<file path="config.mk">
export PLATFORM = sky130hd
export DESIGN_NAME = jpeg_stream_merge
export DESIGN_NICKNAME = d
export VERILOG_FILES = /design/src/rtl/jpeg_stream_merge.sv
export SDC_FILE = /design/constraint.sdc
export NUM_CORES = 2
export LEC_CHECK = 0
export CAP_MARGIN = 10
export CELL_PAD_IN_SITES_DETAIL_PLACEMENT = 1
export CELL_PAD_IN_SITES_GLOBAL_PLACEMENT = 1
export CORE_MARGIN = 4
export CORE_UTILIZATION = 33
export DETAILED_ROUTE_END_ITERATION = 16
export PLACE_DENSITY = 0.53
export SYNTH_ARGS = -nofsm -noshare
export SYNTH_HDL_FRONTEND = slang
export SYNTH_SLANG_ARGS = --single-unit
</file>
<file path="constraint.sdc">
create_clock -name clk -period 4.35 [get_ports clk]
set_input_delay 0.6525 -clock clk [delete_from_list [all_inputs] [get_ports clk]]
set_output_delay 0.6525 -clock clk [all_outputs]
set_load 0.05 [all_outputs]
</file>
<file path="src/rtl/jpeg_stream_merge.sv">
// Merges the Y, Cb and Cr JPEG word streams into one stream in MCU block order.
// Each channel has its own FIFO. A round-robin arbiter moves on only after a block_end word.
module jpeg_stream_merge #(
  parameter int DEPTH = 16
) (
  input  logic                    clk,
  input  logic                    rst,
  input  logic [31:0]             y_JPEG_bitstream,
  input  logic                    y_data_ready,
  input  logic                    y_block_end,
  input  logic [31:0]             cb_JPEG_bitstream,
  input  logic                    cb_data_ready,
  input  logic                    cb_block_end,
  input  logic [31:0]             cr_JPEG_bitstream,
  input  logic                    cr_data_ready,
  input  logic                    cr_block_end,
  output logic [31:0]             out_data,
  output logic                    out_valid,
  input  logic                    out_ready,
  output logic [1:0]              out_chan,
  output logic                    out_mcu_end,
  output logic [2:0]              overflow,
  output logic [1:0]              dbg_state,
  output logic [$clog2(DEPTH):0]  dbg_y_count,
  output logic [$clog2(DEPTH):0]  dbg_cb_count,
  output logic [$clog2(DEPTH):0]  dbg_cr_count
);

  localparam int AW = $clog2(DEPTH);
  localparam int CW = AW + 1;

  typedef enum logic [1:0] {
    SEL_Y  = 2'd0,
    SEL_CB = 2'd1,
    SEL_CR = 2'd2
  } state_t;

  state_t        state, state_next;
  logic [32:0]   mem [3][DEPTH];
  logic [AW-1:0] wr_ptr [3];
  logic [AW-1:0] rd_ptr [3];
  logic [CW-1:0] cnt [3];
  logic [31:0]   in_word [3];
  logic [2:0]    in_req, in_tag, push_ok, pop, sel_mask;
  logic [32:0]   sel_head;
  logic          sel_nonempty, out_free, pop_any;

  assign in_word[0] = y_JPEG_bitstream;
  assign in_word[1] = cb_JPEG_bitstream;
  assign in_word[2] = cr_JPEG_bitstream;
  assign in_req     = {cr_data_ready, cb_data_ready, y_data_ready};
  assign in_tag     = {cr_block_end, cb_block_end, y_block_end};

  // Output handshake: a word transfers on any edge where out_valid && out_ready;
  // while out_valid is high and out_ready is low the output register holds still.
  assign out_free = !out_valid || out_ready;

  always_comb begin
    sel_head     = '0;
    sel_nonempty = 1'b0;
    sel_mask     = 3'b000;
    state_next   = state;
    case (state)
      SEL_Y: begin
        sel_head     = mem[0][rd_ptr[0]];
        sel_nonempty = (cnt[0] != '0);
        sel_mask     = 3'b001;
      end
      SEL_CB: begin
        sel_head     = mem[1][rd_ptr[1]];
        sel_nonempty = (cnt[1] != '0);
        sel_mask     = 3'b010;
      end
      SEL_CR: begin
        sel_head     = mem[2][rd_ptr[2]];
        sel_nonempty = (cnt[2] != '0);
        sel_mask     = 3'b100;
      end
      default: ;
    endcase
    pop_any = sel_nonempty && out_free;
    pop     = pop_any ? sel_mask : 3'b000;
    // A full FIFO still accepts a word when it is popped on the same edge.
    for (int c = 0; c < 3; c++) begin
      push_ok[c] = in_req[c] && ((cnt[c] != CW'(DEPTH)) || pop[c]);
    end
    if (pop_any && sel_head[32]) begin
      case (state)
        SEL_Y:   state_next = SEL_CB;
        SEL_CB:  state_next = SEL_CR;
        default: state_next = SEL_Y;
      endcase
    end else if (state != SEL_Y && state != SEL_CB && state != SEL_CR) begin
      state_next = SEL_Y;
    end
  end

  always_ff @(posedge clk) begin
    if (rst) begin
      state       <= SEL_Y;
      out_data    <= '0;
      out_valid   <= 1'b0;
      out_chan    <= 2'd0;
      out_mcu_end <= 1'b0;
      overflow    <= 3'b000;
      for (int c = 0; c < 3; c++) begin
        wr_ptr[c] <= '0;
        rd_ptr[c] <= '0;
        cnt[c]    <= '0;
      end
    end else begin
      state <= state_next;
      for (int c = 0; c < 3; c++) begin
        if (push_ok[c]) wr_ptr[c] <= wr_ptr[c] + AW'(1);
        if (pop[c])     rd_ptr[c] <= rd_ptr[c] + AW'(1);
        cnt[c] <= cnt[c] + CW'(push_ok[c]) - CW'(pop[c]);
        if (in_req[c] && !push_ok[c]) overflow[c] <= 1'b1;
      end
      if (pop_any) begin
        out_data    <= sel_head[31:0];
        out_chan    <= state;
        out_mcu_end <= (state == SEL_CR) && sel_head[32];
        out_valid   <= 1'b1;
      end else if (out_ready) begin
        out_valid   <= 1'b0;
      end
    end
  end

  // Storage carries no reset; pointers and counts define what is live.
  always_ff @(posedge clk) begin
    for (int c = 0; c < 3; c++) begin
      if (push_ok[c]) mem[c][wr_ptr[c]] <= {in_tag[c], in_word[c]};
    end
  end

  assign dbg_state    = state;
  assign dbg_y_count  = cnt[0];
  assign dbg_cb_count = cnt[1];
  assign dbg_cr_count = cnt[2];

endmodule

</file>
==> reports/summary.md <==
The flip-flop and latch count after synthesis came out at 1664. The tools report the number of warnings issued by yosys as 0. The leakage power summed over all cells came out at 23.5 nW. The run gives 0.292 mV as the worst IR drop on VDD. The tree built by TritonCTS fans out to 1664 sinks. Setup violations remaining at the end of the flow were counted as 0.

Summing all flip-flop and latch instances after layout gives 49400 um^2. The routability-driven placement congestion ratio is 0.769. The run finished with clean final reports. Across all hold checks on the routed design, the worst slack comes to 511 ps. Max-cap violations in this run came to 0.

The first detailed-routing pass ran for 5 iterations. The clock-pin transition on the worst setup and hold timing paths came out at 60 ps. At the worst endpoint, the arrival time is 4320 ps.

The critical path in this run is classified as flop to flop. The number of flops mapped to enable cells by yosys was 1608; the number of buffers on the longest clock path was 3. The internal portion of the total power is 30.8 mW. The class of the most critical hold timing path was primary input to flop.

The critical path endpoint category is a flop. Setup repair after global routing left no endpoint under its margin. The number of max-slew violations in the final report came out at 0.

The region available for standard cell placement spans 193000 um^2. Clock skew: 40.3 ps. For the number of hold-slack violations in the final timing report, the log shows 0. For this design the ratio of total power to cell area is 569 nW/um^2. The tools report the largest net degree at the start of global routing as 101. The wire-length estimate of the detail-placed layout is 109000 um. The number of hold buffers added after CTS was 0. 161 I/O pins were placed.

The count of cells in the finished layout, fillers not included, comes to 5912. For the DRC violations left, the log shows 0. The total clock buffers created by CTS was 178. The floorplan step set the die height to 448 um. Counting every instance in the synthesized netlist gives 2917. After the last flow step, the layout net total stands at 3375. Cells fill 39.1% of the core in the end. The worst pin sits at a relative slew slack of 14.3%.

Post-CTS timing repair inserted 0 buffers for setup. The worst setup path is launched from a flop. Data on the critical path is required at its endpoint by 5010 ps. The aggregate routed wire length was 174000 um. For the share of power burned in the clock network, the log shows 34.5%.

In this run the power spent charging and discharging nets is 12.0 mW. The worst path in the final design needs a cycle of 3660 ps, including I/O delays and setup. Number of global-route vias before repair: 33400. The number of gates resized after CTS was 0. Combinational logic is responsible for 20.9% of the overall power.

The logs give 0 for the total congestion overflow and 201000 um^2 for the die footprint. Counting tap cells, the placed design contains a total of 5580 instances. Global routing consumed, over all layers together, 17.3% of the routing resources. The final critical path takes up 84.1% of the cycle. The mean routed wirelength per cell was 29.4 um; the number of I/O port buffers was 160. Counting distinct cell types in the post-synthesis netlist gives 54. Sequential cells were found to cover 77.4% of the synthesized design area. The logs give 0 for the number of nets still failing antenna checks after routing and 3058 for the synthesized net count. At the pin with the least slew margin, the transition time is 1290 ps. After the first detailed-routing iteration, the DRC count stood at 2436. The run gives 44.6% as the share of power burned in registers. The highest fanout seen on the critical path is 6. The dominant register cell in the synthesized netlist is sky130_fd_sc_hd__edfxtp_1.

In this run the number of H-tree levels came out at 4. The routed layout has 30800 vias. The clock reaches the later pin of the worst-skew pair after 810 ps. The share of post-route cells with drive strength above 1 works out to 25.0%. In this run switching power makes up 28.1% of total power.

The tools report the number of cell rows as 161. The first global-routing pass estimated 248000 um of wire. The footprint of the multi-input gates is 13800 um^2, and the highest attainable clock frequency is 273 MHz.

The tools report the library cell used as clock root buffer as sky130_fd_sc_hd__clkbuf_16. The post-synthesis area per instance was 21.9 um^2; the area of the mapped netlist was 63900 um^2. The initial antenna violation count is 25, and the initial core utilization is 33.2%. In the routed layout, each cell is associated on average with a via count of 5.21.

Of all flip-flops after synthesis, the portion carrying an async set or reset was 0%. Relative to the synthesized area, the layout overhead comes to 18.0%. The horizontal die dimension is 448 um, and the number of fill cells in the layout is 18300. TritonCTS built the clock tree.
[cell families (layout without fill, tap and decap cells)]
family          after synthesis  in the layout  synth area share (%)
compound gates              329            329                  3.72
buf+inv                     210            671                  1.58
xor+xnor                     23             23                 0.315
fa+ha+maj                    36             36                 0.741
other cells                   0              8                     0
simple gates                216            216                  1.79
mux                         439            439                  14.5
flops                      1664           1664                  77.4
[cells in the final DEF (no fill, tap or decap), drive strengths merged, types with 4 or more instances in the layout]
master and instances:
diode 8, buf 144, a21oi 76, mux2i 44, nor3b 6, a2111o 31, bufinv 14, and3 5
mux2 7, nor2 67, nor2b 46, xnor2 13, mux4 388, a211oi 62, inv 46, nor3 8
o21ai 10, nor4 10, clkdlybuf4s50 160, clkinvlp 4, clkbuf 240, and2 20, nand2 22, nand3 13
edfxtp 1608, dfxtp 56, nand2b 5, a22oi 128, a31oi 5, xor2 10, ha 33, clkinv 63
[worst max-delay path: stages (launching register included)]
cell	delay (ps)
sky130_fd_sc_hd__dfxtp_1	330
sky130_fd_sc_hd__inv_1	90
sky130_fd_sc_hd__ha_1	160
sky130_fd_sc_hd__nor4b_1	490
sky130_fd_sc_hd__nand2b_1	270
sky130_fd_sc_hd__nand3_1	230
sky130_fd_sc_hd__and3_1	290
sky130_fd_sc_hd__ha_1	280
sky130_fd_sc_hd__inv_1	40
sky130_fd_sc_hd__ha_1	220
sky130_fd_sc_hd__fa_1	430
sky130_fd_sc_hd__a21oi_1	210
sky130_fd_sc_hd__nor2_1	80
sky130_fd_sc_hd__nor2_1	160
sky130_fd_sc_hd__xnor2_1	170
sky130_fd_sc_hd__nor2_1	70
[worst paths after layout]
check,to,depth (start not counted),slack (ps),start
setup / recovery,cnt[0][4],15,690,cnt[0][8]
hold / removal,overflow[0],3,510,y_data_ready
setup reg to reg,cnt[0][4],15,690,cnt[0][8]
hold reg to reg,out_data[16],1,510,out_data[16]
[per-layer routing]
layer  global-route usage [%]  routed length [um]  vias up
li1                         -                   -    13000
met1                     22.2               72000    16800
met2                     29.8               88600      738
met3                     3.16                7780      290
met4                     5.55                5550        6
met5                        0                  28        -
[cell usage after synthesis, types with 3 or more instances]
master	n	share of area, %
sky130_fd_sc_hd__edfxtp_1	1608	76
sky130_fd_sc_hd__mux4_2	388	14
sky130_fd_sc_hd__a22oi_1	128	1.5
sky130_fd_sc_hd__clkbuf_1	82	0.48
sky130_fd_sc_hd__a21oi_1	76	0.60
sky130_fd_sc_hd__nor2_1	67	0.39
sky130_fd_sc_hd__a211oi_1	62	0.73
sky130_fd_sc_hd__dfxtp_1	56	1.8
sky130_fd_sc_hd__nor2b_1	46	0.45
sky130_fd_sc_hd__mux2i_1	44	0.69
sky130_fd_sc_hd__inv_1	43	0.25
sky130_fd_sc_hd__buf_2	42	0.33
sky130_fd_sc_hd__ha_1	33	0.65
sky130_fd_sc_hd__a2111o_1	31	0.55
sky130_fd_sc_hd__nand2_1	21	0.12
sky130_fd_sc_hd__and2_1	20	0.20
sky130_fd_sc_hd__buf_6	20	0.35
sky130_fd_sc_hd__buf_1	19	0.11
sky130_fd_sc_hd__nand3_1	13	0.10
sky130_fd_sc_hd__xnor2_1	13	0.18
sky130_fd_sc_hd__nor4_1	10	0.098
sky130_fd_sc_hd__xor2_1	10	0.14
sky130_fd_sc_hd__nor3_1	8	0.063
sky130_fd_sc_hd__mux2_2	7	0.12
sky130_fd_sc_hd__nor3b_1	6	0.071
sky130_fd_sc_hd__a31oi_1	5	0.049
sky130_fd_sc_hd__and3_1	5	0.049
sky130_fd_sc_hd__nand2b_1	5	0.049
sky130_fd_sc_hd__o21ai_0	5	0.039
sky130_fd_sc_hd__o21ai_1	5	0.039
sky130_fd_sc_hd__buf_4	4	0.047
sky130_fd_sc_hd__a21o_1	3	0.035
sky130_fd_sc_hd__fa_1	3	0.094
sky130_fd_sc_hd__o21a_1	3	0.035
sky130_fd_sc_hd__o2bb2ai_1	3	0.041
[per-stage QoR]
step           setup TNS [ps]  area, um^2  setup slack [ps]  power (mW)
2_1_floorplan         -165310       63900              -720        24.9
3_3_place_gp                0       69600               703        28.5
3_5_place_dp                0       69600               642        28.7
4_1_cts                     0       75300               654        43.5
5_1_grt                     0       75300               502        44.6
6_report                    0       75300               692        42.9
[power by group through the flow]
stage               combinational [mW]  sequential, mW  clock (mW)
floorplan                         5.39            19.6           0
global placement                  9.06            19.4           0
detailed placement                9.19            19.5           0
CTS                               9.22            19.1        15.2
global route                      9.60            19.2        15.9
finish                            8.95            19.1        14.8
[cell type report]
cell class	instances	share of cell area, %
sequential	1664	65.6
multi-input combinational	1043	18.3
clock buffer	240	6.40
tap	2526	4.20
timing repair buffer	304	4.14
clock inverter	84	1.14
inverter	43	0.214
antenna	8	0.0266
[sequential cells by signal, summed over array words and instances (netlist names)]
| name | flops |
|---|---|
| cnt | 15 |
| dbg_state | 2 |
| mem | 1584 |
| out_chan | 2 |
| out_data | 32 |
| out_mcu_end | 1 |
| out_valid | 1 |
| overflow | 3 |
| rd_ptr | 12 |
| wr_ptr | 12 |
Power figures use the tool's default switching activity.
